## src/rtl/fpu_rr_arbiter_if.sv

```systemverilog
// fpu_rr_arbiter_if: requester and FPU-adapter signals of the shared FPU arbiter
interface fpu_rr_arbiter_if #(
  parameter int NUM_REQ = 4,
  parameter int IDW = $clog2(NUM_REQ)
);
  logic [NUM_REQ-1:0] req_valid;
  logic [NUM_REQ*64-1:0] req_a;
  logic [NUM_REQ*64-1:0] req_b;
  logic [NUM_REQ-1:0] req_ready;
  logic [NUM_REQ-1:0] resp_valid;
  logic [63:0] resp_data;
  logic resp_err;
  logic [NUM_REQ-1:0] resp_ready;
  logic [63:0] fpu_a;
  logic [63:0] fpu_b;
  logic fpu_start;
  logic [63:0] fpu_result;
  logic fpu_done;
  logic busy;
  logic [IDW-1:0] grant_id;
  modport slave (
    input req_valid, req_a, req_b, resp_ready, fpu_result, fpu_done,
    output req_ready, resp_valid, resp_data, resp_err, fpu_a, fpu_b, fpu_start, busy, grant_id
  );
  modport master (
    output req_valid, req_a, req_b, resp_ready, fpu_result, fpu_done,
    input req_ready, resp_valid, resp_data, resp_err, fpu_a, fpu_b, fpu_start, busy, grant_id
  );
endinterface

```

## src/rtl/fpu_rr_arbiter.sv

```systemverilog
// fpu_rr_arbiter: round-robin sharing of one FPU adapter with a completion watchdog
module fpu_rr_arbiter #(
  parameter int NUM_REQ = 4,
  parameter int TIMEOUT = 256,
  parameter int IDW = $clog2(NUM_REQ)
) (
  input logic clock,
  input logic reset,
  fpu_rr_arbiter_if.slave bus
);
  localparam int CW = TIMEOUT > 1 ? $clog2(TIMEOUT) : 1;
  typedef enum logic [1:0] {IDLE, ISSUE, BUSY, RESPOND} state_t;
  state_t state_q;
  logic [IDW-1:0] last_q, grant_q, g, idx;
  logic found;
  logic [63:0] a_sel, b_sel, fpu_a_q, fpu_b_q, resp_data_q;
  logic [NUM_REQ-1:0] resp_valid_q;
  logic resp_err_q, start_q;
  logic [CW-1:0] cnt_q;
  // scan farthest-first so the requester nearest after last_q wins
  always_comb begin
    found = 1'b0;
    g = '0;
    idx = '0;
    for (int k = NUM_REQ; k >= 1; k--) begin
      idx = IDW'((int'(last_q) + k) % NUM_REQ);
      if (bus.req_valid[idx]) begin
        found = 1'b1;
        g = idx;
      end
    end
  end
  always_comb begin
    a_sel = '0;
    b_sel = '0;
    for (int i = 0; i < NUM_REQ; i++) begin
      if (g == IDW'(i)) begin
        a_sel = bus.req_a[64*i +: 64];
        b_sel = bus.req_b[64*i +: 64];
      end
    end
  end
  always_ff @(posedge clock) begin
    if (reset) begin
      state_q <= IDLE;
      last_q <= IDW'(NUM_REQ - 1);
      grant_q <= '0;
      fpu_a_q <= '0;
      fpu_b_q <= '0;
      start_q <= 1'b0;
      resp_valid_q <= '0;
      resp_data_q <= '0;
      resp_err_q <= 1'b0;
      cnt_q <= '0;
    end else begin
      case (state_q)
        IDLE: if (found) begin
          state_q <= ISSUE;
          grant_q <= g;
          fpu_a_q <= a_sel;
          fpu_b_q <= b_sel;
          start_q <= 1'b1;
        end
        ISSUE: begin
          start_q <= 1'b0;
          cnt_q <= '0;
          state_q <= BUSY;
        end
        BUSY: begin
          cnt_q <= cnt_q + 1'b1;
          if (bus.fpu_done) begin
            resp_data_q <= bus.fpu_result;
            resp_err_q <= 1'b0;
            resp_valid_q <= NUM_REQ'(1) << grant_q;
            state_q <= RESPOND;
          end else if (TIMEOUT != 0 && cnt_q == CW'(TIMEOUT - 1)) begin
            resp_data_q <= '0;
            resp_err_q <= 1'b1;
            resp_valid_q <= NUM_REQ'(1) << grant_q;
            state_q <= RESPOND;
          end
        end
        RESPOND: if (bus.resp_ready[grant_q]) begin
          resp_valid_q <= '0;
          last_q <= grant_q;
          state_q <= IDLE;
        end
      endcase
    end
  end
  assign bus.req_ready = (state_q == IDLE && found && !reset) ? NUM_REQ'(1) << g : '0;
  assign bus.resp_valid = resp_valid_q;
  assign bus.resp_data = resp_data_q;
  assign bus.resp_err = resp_err_q;
  assign bus.fpu_a = fpu_a_q;
  assign bus.fpu_b = fpu_b_q;
  assign bus.fpu_start = start_q;
  assign bus.busy = state_q != IDLE;
  assign bus.grant_id = grant_q;
endmodule

```

## src/flat_wrapper.sv

```systemverilog
// flat-port wrapper written by rule: the top's interface ports become plain ports
module fpu_rr_arbiter_flat 
#(
  parameter int NUM_REQ = 4,
  parameter int TIMEOUT = 256,
  parameter int IDW = $clog2(NUM_REQ)
)
  (clock, reset, bus_req_valid, bus_req_a, bus_req_b, bus_resp_ready, bus_fpu_result, bus_fpu_done, bus_req_ready, bus_resp_valid, bus_resp_data, bus_resp_err, bus_fpu_a, bus_fpu_b, bus_fpu_start, bus_busy, bus_grant_id);
  fpu_rr_arbiter_if #(.NUM_REQ(NUM_REQ), .IDW(IDW)) bus_i ();
  input logic clock;
  input logic reset;
  input wire logic [$bits(bus_i.req_valid)-1:0] bus_req_valid;
  input wire logic [$bits(bus_i.req_a)-1:0] bus_req_a;
  input wire logic [$bits(bus_i.req_b)-1:0] bus_req_b;
  input wire logic [$bits(bus_i.resp_ready)-1:0] bus_resp_ready;
  input wire logic [$bits(bus_i.fpu_result)-1:0] bus_fpu_result;
  input wire logic [$bits(bus_i.fpu_done)-1:0] bus_fpu_done;
  output wire logic [$bits(bus_i.req_ready)-1:0] bus_req_ready;
  output wire logic [$bits(bus_i.resp_valid)-1:0] bus_resp_valid;
  output wire logic [$bits(bus_i.resp_data)-1:0] bus_resp_data;
  output wire logic [$bits(bus_i.resp_err)-1:0] bus_resp_err;
  output wire logic [$bits(bus_i.fpu_a)-1:0] bus_fpu_a;
  output wire logic [$bits(bus_i.fpu_b)-1:0] bus_fpu_b;
  output wire logic [$bits(bus_i.fpu_start)-1:0] bus_fpu_start;
  output wire logic [$bits(bus_i.busy)-1:0] bus_busy;
  output wire logic [$bits(bus_i.grant_id)-1:0] bus_grant_id;
  assign bus_i.req_valid = bus_req_valid;
  assign bus_i.req_a = bus_req_a;
  assign bus_i.req_b = bus_req_b;
  assign bus_i.resp_ready = bus_resp_ready;
  assign bus_i.fpu_result = bus_fpu_result;
  assign bus_i.fpu_done = bus_fpu_done;
  assign bus_req_ready = bus_i.req_ready;
  assign bus_resp_valid = bus_i.resp_valid;
  assign bus_resp_data = bus_i.resp_data;
  assign bus_resp_err = bus_i.resp_err;
  assign bus_fpu_a = bus_i.fpu_a;
  assign bus_fpu_b = bus_i.fpu_b;
  assign bus_fpu_start = bus_i.fpu_start;
  assign bus_busy = bus_i.busy;
  assign bus_grant_id = bus_i.grant_id;
  fpu_rr_arbiter #(.NUM_REQ(NUM_REQ), .TIMEOUT(TIMEOUT), .IDW(IDW)) u_core (.clock(clock), .reset(reset), .bus(bus_i));
endmodule
```

## config.mk

```make
export PLATFORM = sky130hd
export DESIGN_NAME = fpu_rr_arbiter_flat
export DESIGN_NICKNAME = d
export VERILOG_FILES = /design/src/rtl/fpu_rr_arbiter_if.sv /design/src/rtl/fpu_rr_arbiter.sv /design/src/flat_wrapper.sv
export SDC_FILE = /design/constraint.sdc
export NUM_CORES = 1
export LEC_CHECK = 0
export BUFFER_PORTS_ARGS = -buffer_cell sky130_fd_sc_hd__buf_2
export CORE_AREA = 8 8 298 300
export CTS_CLUSTER_SIZE = 14
export DETAILED_ROUTE_END_ITERATION = 16
export DIE_AREA = 0 0 306 308
export SETUP_SLACK_MARGIN = 0.05
export SYNTH_ARGS = -nofsm -noshare
export SYNTH_HDL_FRONTEND = slang
export SYNTH_SLANG_ARGS = --single-unit
```

## constraint.sdc

```tcl
create_clock -name clock -period 2.05 [get_ports clock]
set_input_delay 0 -clock clock [delete_from_list [all_inputs] [get_ports clock]]
set_output_delay 0 -clock clock [all_outputs]
set_load 0.02 [all_outputs]
```

==> impl_summary.txt, run 1 <==
----------------------------------------------------
[STA]
  Remaining max-slew budget at the tightest pin ... 68.4%
  Unrepaired setup endpoints after global routing ... yes
  Part of the cycle the worst path needs ... 106%
  Final max-slew violation count ... 0
  Worst-margin pin slew ... around 0.47 ns
  Total setup violations reported at the end of the flow ... 19
  Setup TNS ... -0.627 ns
  Post-Route Skew ... around 0.047 ns
  Number of failing hold endpoints at the final stage ... 0
  Post-route setup slack ... -0.115 ns
  Maximum clock frequency ... about 460 MHz
  Time the final worst path needs with I/O delays and setup ... between 2 and 2.5 ns

[Placed design]
  Global placement routability congestion ... about 0.91
  Total of buffers placed on input and output ports ... between 700 and 800
  DP HPWL ... ~55000 um
  Instance area at placement ... roughly 18000 um2
  Worst slack after detailed placement ... -0.169 ns

[Clock network]
  TritonCTS clock tree ... built
  Number of buffers added by the clock tree synthesis step ... 30
  Clock tree sinks ... about 210
  Insertion delay to the later sink of the worst-skew pair ... ~0.62 ns
  H-Tree Level Count ... 1
  CTS max path bufs ... 3
  Clock edge transition at the registers on the reported setup and hold paths ... 0.06 ns
  Clock Tree Root ... sky130_fd_sc_hd__clkbuf_16

[Pwr]
  Part of the power in registers ... roughly a quarter
  Design internal power ... between 10 and 15 mW
  P_leak ... between 10 and 15 nW
  Portion of total power attributed to the clock network ... a little under a quarter
  Maximum resistive drop on vdd ... ~0.53 mV
  Share of total power consumed by net switching ... 41.9%
  Switch Pwr ... a little over 10 mW
  PD cells ... ~920 nW/um2
  Comb pwr share ... between 50% and 60%

[Synthesis]
  Sequential area share after synthesis ... 35.4%
  Post-synthesis share of cell area spent on full adders, half adders and majority gates ... less than 1%
  Synthesized area per cell ... 7.74 um2
  Synthesized-area fraction occupied by xor and xnor cells ... 0.365%
  Cell area after technology mapping ... ~12000 um2
  Compound-Gate Fraction of Synth Area ... approximately a fifth
  Simple logic cell fraction of the synthesized area ... between 20 and 30%
  Largest family of logic cells by synthesized area ... simple AND/OR/NAND/NOR gates
  Synthesized instance count ... 1549
  Number of flops mapped to enable cells by yosys ... 0
  Unique masters post-synth ... 45
  Synth warnings ... 0
  Multiplexer fraction of the synthesized cell area ... 7.00%
  Prevailing post-synth register cell ... sky130_fd_sc_hd__dfxtp_1
  Post-synth net total ... ~2100
  Share of async-settable or async-resettable flops after synthesis ... 0%
  Number of register bits inferred by synthesis ... 212

[Route]
  WL/cell ... 21.9 um
  Number of DRC markers after the initial detailed-route iteration ... around 1700
  First-pass iteration count of the detailed router ... 6
  Count of nets left with antenna violations after detail routing ... 0
  Total detailed-routing wirelength ... 89300 um
  Via count ... around 19000
  DR DRC count ... 0
  Per-cell via count in the routed design ... roughly 4.6

[Setup path]
  Slowest cell on crit path ... sky130_fd_sc_hd__dfxtp_2
  Data required time at the worst endpoint ... 2.05 ns
  Crit end category ... output port
  Critical Path AT ... roughly 2.2 ns
  Path type of the worst setup path ... reg2out
  Largest stage delay, worst path ... 0.34 ns
  CP top delay family ... simple AND/OR/NAND/NOR gates
  Maximum fanout encountered on the critical timing path ... 5
  Critical path, cell by cell ... and2b_4 > o21ai_4 > nand3_4 > buf_12 > buf_16 > nor3_4 > buf_6
  Critical Path Source Type ... flip-flop
  Number of buffers and inverters on the critical path ... 3

[Die]
  Std-Cell Core Area ... approximately 84000 um2
  I/O Pins ... between 700 and 800
  Die Area ... around 94000 um2
  Height of the chip ... 308 um
  Initial cell density of the core ... approximately 14%
  Die X ... around 310 um
  Floorplan row count ... ~110

[Status]
  Result of the run ... complete, but fails checks
  Violations in the final reports ... setup timing

[Finish]
  Combined area of the multi-input logic cells ... 7570 um2
  Reg area ... 4250 um2
  Share of post-route cells with drive strength above 1 ... around two fifths
  Most common library cell in the layout ignoring fill and taps ... sky130_fd_sc_hd__buf_2
  Final instance area ... approximately 26000 um2
  Final cell utilization of the core ... between 30% and 40%
  Commonest cells after routing, fill and taps aside ... sky130_fd_sc_hd__buf_2, sky130_fd_sc_hd__dlygate4sd3_1, sky130_fd_sc_hd__nor2_1, sky130_fd_sc_hd__nand2_1, sky130_fd_sc_hd__dfxtp_1
  Syn-to-layout area delta ... 120%
  NumNets Final ... roughly 3500
  Filler Cell Count ... 8358

[GRT]
  Wire length of the first global-routing pass ... 124000 um
  Maximum number of pins on one net before global-route repair ... 79
  Initial antenna violation count ... 14
  Overall fraction of global-route tracks in use ... 17.0%
  Vias in the first global route ... approximately 20000
  Remaining global-route overflow ... 0

[Min path]
  Worst hold-check path type ... in2reg

[Run]
  Count of maximum capacitance violations ... 0

----------------------------------------------------
stage by stage:
step / instances / hold slack, ns / power [mW]
floorplan: 1549 / 0.163 / 11.3
global placement: 3353 / 0.247 / 15.7
detailed placement: 3353 / 0.257 / 15.8
CTS: 4037 / 0.0352 / 23.4
global route: 4061 / 0.0344 / 25.4
finish: 4073 / 0.0473 / 24.2
power groups by stage:
stage | registers [mW] | clock network, mW | logic [mW]
finish | 5.99 | 5.66 | 12.6
global route | 6.08 | 5.95 | 13.4
CTS | 5.94 | 5.82 | 11.7
detailed placement | 6.00 | 0 | 9.79
global placement | 5.98 | 0 | 9.77
floorplan | 7.26 | 0 | 4.07
cells by family (layout without fill, tap and decap cells):
kind of cell / after synthesis / count (layout)
and+or+nand+nor: 742 / 742
AOI/OAI and AO/OA: 286 / 286
buffers and inverters: 224 / 1643
DFF: 212 / 212
muxes: 74 / 74
adders and majority gates: 6 / 6
xor gates and xnor gates: 5 / 5
other: 0 / 15
final cells by class:
| cell class | count | share of cell area [%] |
|---|---|---|
| Tap cell | 1090 | 5.17 |
| Sequential cell | 212 | 16.1 |
| Inverter | 74 | 1.05 |
| Multi-Input combinational cell | 1113 | 28.7 |
| Clock inverter | 22 | 0.962 |
| Antenna cell | 15 | 0.142 |
| Timing Repair Buffer | 1514 | 45.0 |
| Clock buffer | 33 | 2.96 |
registers in the layout, summed over array words and instances (netlist names):
register and count:
u_core.bus.fpu_b 64, u_core.bus.grant_id 2, u_core.bus.fpu_start 1, u_core.last_q 2, u_core.bus.resp_data 64, u_core.bus.resp_err 1
u_core.state_q 2, u_core.bus.fpu_a 64, u_core.cnt_q 8, u_core.bus.resp_valid 4
metal layers:
| layer | vias to the layer above | global-route usage [%] | share of wire (%) |
|---|---|---|---|
| met5 | - | 0 | 0.067 |
| met4 | 10 | 8.61 | 5.6 |
| met3 | 368 | 4.98 | 11 |
| met2 | 1391 | 28.8 | 47 |
| met1 | 8566 | 19.4 | 37 |
| li1 | 8297 | - | - |
path summary, 6_finish.rpt:
check / from / end / slack [ns] / cells past startpoint
setup / recovery: u_core.last_q[0]$_SDFFE_PP1P_ / bus_req_ready[2] / -0.12 / 7
hold / removal: bus_req_b[183] / u_core.bus.fpu_b[55]$_SDFFE_PP0N_ / 0.05 / 4
setup reg to reg: u_core.last_q[0]$_SDFFE_PP1P_ / u_core.bus.fpu_b[24]$_SDFFE_PP0N_ / -0.05 / 9
hold reg to reg: u_core.bus.resp_err$_SDFFE_PP0P_ / u_core.bus.resp_err$_SDFFE_PP0P_ / 0.46 / 2
synthesized netlist by cell type (2+ instances only):
master	instances	share of area, %
sky130_fd_sc_hd__a211o_1	2	0.15
sky130_fd_sc_hd__nor2b_1	2	0.10
sky130_fd_sc_hd__ha_1	6	0.63
sky130_fd_sc_hd__o21ai_0	5	0.21
sky130_fd_sc_hd__nand2_1	242	7.6
sky130_fd_sc_hd__buf_1	6	0.19
sky130_fd_sc_hd__nor2_1	219	6.9
sky130_fd_sc_hd__nor3_1	6	0.25
sky130_fd_sc_hd__buf_6	4	0.38
sky130_fd_sc_hd__a211oi_1	3	0.19
sky130_fd_sc_hd__dfxtp_1	212	35
sky130_fd_sc_hd__a21oi_1	6	0.25
sky130_fd_sc_hd__nand4_1	72	3.8
sky130_fd_sc_hd__mux2i_1	4	0.33
sky130_fd_sc_hd__mux2_2	30	2.8
sky130_fd_sc_hd__clkbuf_1	119	3.7
sky130_fd_sc_hd__mux2_1	39	3.7
sky130_fd_sc_hd__o211a_1	71	5.9
sky130_fd_sc_hd__buf_2	15	0.63
sky130_fd_sc_hd__nand3_1	4	0.17
sky130_fd_sc_hd__o211ai_1	69	4.3
sky130_fd_sc_hd__nand2b_1	6	0.31
sky130_fd_sc_hd__or3_1	2	0.10
sky130_fd_sc_hd__inv_1	74	2.3
sky130_fd_sc_hd__o31ai_1	59	3.7
sky130_fd_sc_hd__nand3b_1	59	3.7
sky130_fd_sc_hd__and3_1	122	6.4
sky130_fd_sc_hd__buf_4	6	0.38
sky130_fd_sc_hd__xor2_1	4	0.29
sky130_fd_sc_hd__a22oi_1	64	4.0
sky130_fd_sc_hd__a21o_1	3	0.19
tightest hold or removal path, cell delays in order:
cell	delay, ns
sky130_fd_sc_hd__buf_2	0.11
sky130_fd_sc_hd__nand4_1	0.16
sky130_fd_sc_hd__o211ai_1	0.16
sky130_fd_sc_hd__o211a_1	0.14
what timing repair did:
| action | CTS | global route |
|---|---|---|
| hold endpoints to repair | 200 | 0 |
| setup buffers | 43 | 18 |
| resized for setup | 66 | 170 |
| cloned | 12 | 8 |
| hold buffers | 577 | 0 |
| setup endpoints to repair | 111 | 125 |
| pin swaps | 49 | 85 |
Power figures use the tool's default switching activity.
==> run 2: changes to the inputs <==
Settings changed: SKIP_CTS_REPAIR_TIMING set to 1.
==> impl_summary.txt, run 2 (synthesis results as in run 1) <==
----------------------------------------------------
[Status]
  Result of the run ... complete, but fails checks
  Violations in the final reports ... setup timing

[STA]
  Remaining max-slew budget at the tightest pin ... about three fifths
  Post-Route Skew ... about 0.047 ns
  Unrepaired setup endpoints after global routing ... yes
  Time the final worst path needs with I/O delays and setup ... between 2 and 2.5 ns
  Setup TNS ... -0.330 ns
  Maximum clock frequency ... 468 MHz
  Total setup violations reported at the end of the flow ... 7
  Number of failing hold endpoints at the final stage ... 0
  Part of the cycle the worst path needs ... 104%
  Worst-margin pin slew ... 0.572 ns
  Final max-slew violation count ... 0
  Post-route setup slack ... -0.0875 ns

[Finish]
  Most common library cell in the layout ignoring fill and taps ... sky130_fd_sc_hd__buf_2
  NumNets Final ... approximately 3500
  Commonest cells after routing, fill and taps aside ... sky130_fd_sc_hd__buf_2, sky130_fd_sc_hd__dlygate4sd3_1, sky130_fd_sc_hd__nand2_1
  Syn-to-layout area delta ... 113%
  Share of post-route cells with drive strength above 1 ... 36.3%

[GRT]
  Initial antenna violation count ... 21
  Vias in the first global route ... 15000
  Wire length of the first global-routing pass ... between 100000 and 150000 um
  Maximum number of pins on one net before global-route repair ... 79
  Fraction of met2 tracks used by global routing ... ~23%
  M3 GR Usage ... around 5.3%
  Routing usage on met1 ... between 10% and 20%
  Remaining global-route overflow ... 0
  GR peak layer ... met2
  Overall fraction of global-route tracks in use ... roughly 14%

[Setup path]
  Largest stage delay, worst path ... about 0.35 ns
  Critical Path AT ... around 2.1 ns
  Crit Reg-Reg Startpoint ... u_core.last_q[0]$_SDFFE_PP1P_
  Maximum fanout encountered on the critical timing path ... 39
  Data required time at the worst endpoint ... 2.05 ns
  Beginning of the critical path ... u_core.last_q[0]$_SDFFE_PP1P_
  Crit end category ... output port
  Path type of the worst setup path ... reg2out
  Critical path, cell by cell ... and2b_4 > o21ai_4 > nand3_4 > buf_12 > buf_12 > nor3_4 > buf_6
  Critical Path Source Type ... flip-flop
  Slowest cell on crit path ... sky130_fd_sc_hd__dfxtp_2
  Depth of the worst register-to-register path ... 8
  Most numerous cell on the critical path ... sky130_fd_sc_hd__buf_12

[Min path]
  Worst hold-check path type ... in2reg
  Number of cells on the worst hold path ... 5
  Hold Crit Start ... bus_fpu_done

[Route]
  First-pass iteration count of the detailed router ... 7
  Per-cell via count in the routed design ... about 4.5
  Count of nets left with antenna violations after detail routing ... 0
  Number of DRC markers after the initial detailed-route iteration ... ~1900
  DR DRC count ... 0
  WL/cell ... 21.2 um
  Via count ... between 15000 and 20000
  Total detailed-routing wirelength ... 86200 um

[Die]
  Height of the chip ... 308 um
  I/O Pins ... between 700 and 800
  Die Area ... 94200 um2
  Die X ... 306 um
  Std-Cell Core Area ... roughly 84000 um2
  Floorplan row count ... 107
  Initial cell density of the core ... between 10 and 15%

[Clock network]
  CTS max path bufs ... 3
  Insertion delay to the later sink of the worst-skew pair ... 0.61 ns
  H-Tree Level Count ... 1
  Clock tree sinks ... approximately 210
  TritonCTS clock tree ... built
  Number of buffers added by the clock tree synthesis step ... 30
  Clock Tree Root ... sky130_fd_sc_hd__clkbuf_16
  Clock edge transition at the registers on the reported setup and hold paths ... 0.07 ns

[Placed design]
  DP HPWL ... about 55000 um
  Global placement routability congestion ... 0.906
  Worst slack after detailed placement ... -0.169 ns
  Total of buffers placed on input and output ports ... ~790

[Pwr]
  Maximum resistive drop on vdd ... just under 0.6 mV
  PD cells ... slightly above 900 nW/um2
  P_leak ... 12.5 nW

[Run]
  Count of maximum capacitance violations ... 0

----------------------------------------------------
## run 2: cell count changes in the layout (fill, tap and decap cells not counted), sizes merged
| cell | previous run | this run |
|---|---|---|
| buf | 927 | 902 |
| diode | 15 | 32 |
| clkbuf | 41 | 44 |
| bufbuf | 2 | 0 |
| dlygate4sd3 | 577 | 576 |
## run 2: critical path, delay by kind of cell (launching register included)
family	cells	cell delay (ns)
buffers and inverters	3	0.47
AND/OR/NAND/NOR	3	0.47
flip-flops	1	0.35
AO/OA/AOI/OAI	1	0.18
## run 2: stage by stage
step	hold WS (ns)	area, um2	utilization, %	power [mW]	cells
6_report	0.0403	25600	30.4	23.4	4065
5_1_grt	0.0458	25500	30.3	24.6	4047
4_1_cts	-0.410	18700	22.2	21.6	3408
3_5_place_dp	0.257	17700	21.0	15.8	3353
3_3_place_gp	0.247	17700	21.0	15.7	3353
2_1_floorplan	0.163	12000	-	11.3	1549
## run 2: worst paths after layout
path | end | slack (ns)
setup / recovery | bus_req_ready[2] | -0.09
hold / removal | u_core.state_q[0]$_SDFFE_PP0P_ | 0.04
setup reg to reg | u_core.bus.fpu_a[17]$_SDFFE_PP0N_ | -0.04
hold reg to reg | u_core.bus.resp_err$_SDFFE_PP0P_ | 0.46
## run 2: cell type report
type                       instances  area (um2)
fill                            8416       58600
antenna                           32        80.1
inverter                          74         280
timing repair buffer            1489       11400
clock inverter                    22         254
clock buffer                      33         782
tap                             1090        1360
sequential                       212        4250
multi-input combinational       1113        7220
## run 2: where the power goes
part,internal (mW),switching [mW]
clock,3.27,2.36
combinational,4.99,6.76
sequential,5.28,0.699
## run 2: layer usage
layer / vias to the layer above / wire [um] / share of wire (%)
met5: - / 25 / 0.029
met4: 4 / 4440 / 5.1
met3: 318 / 9340 / 11
met2: 1369 / 40700 / 47
met1: 8442 / 31800 / 37
li1: 8251 / - / -
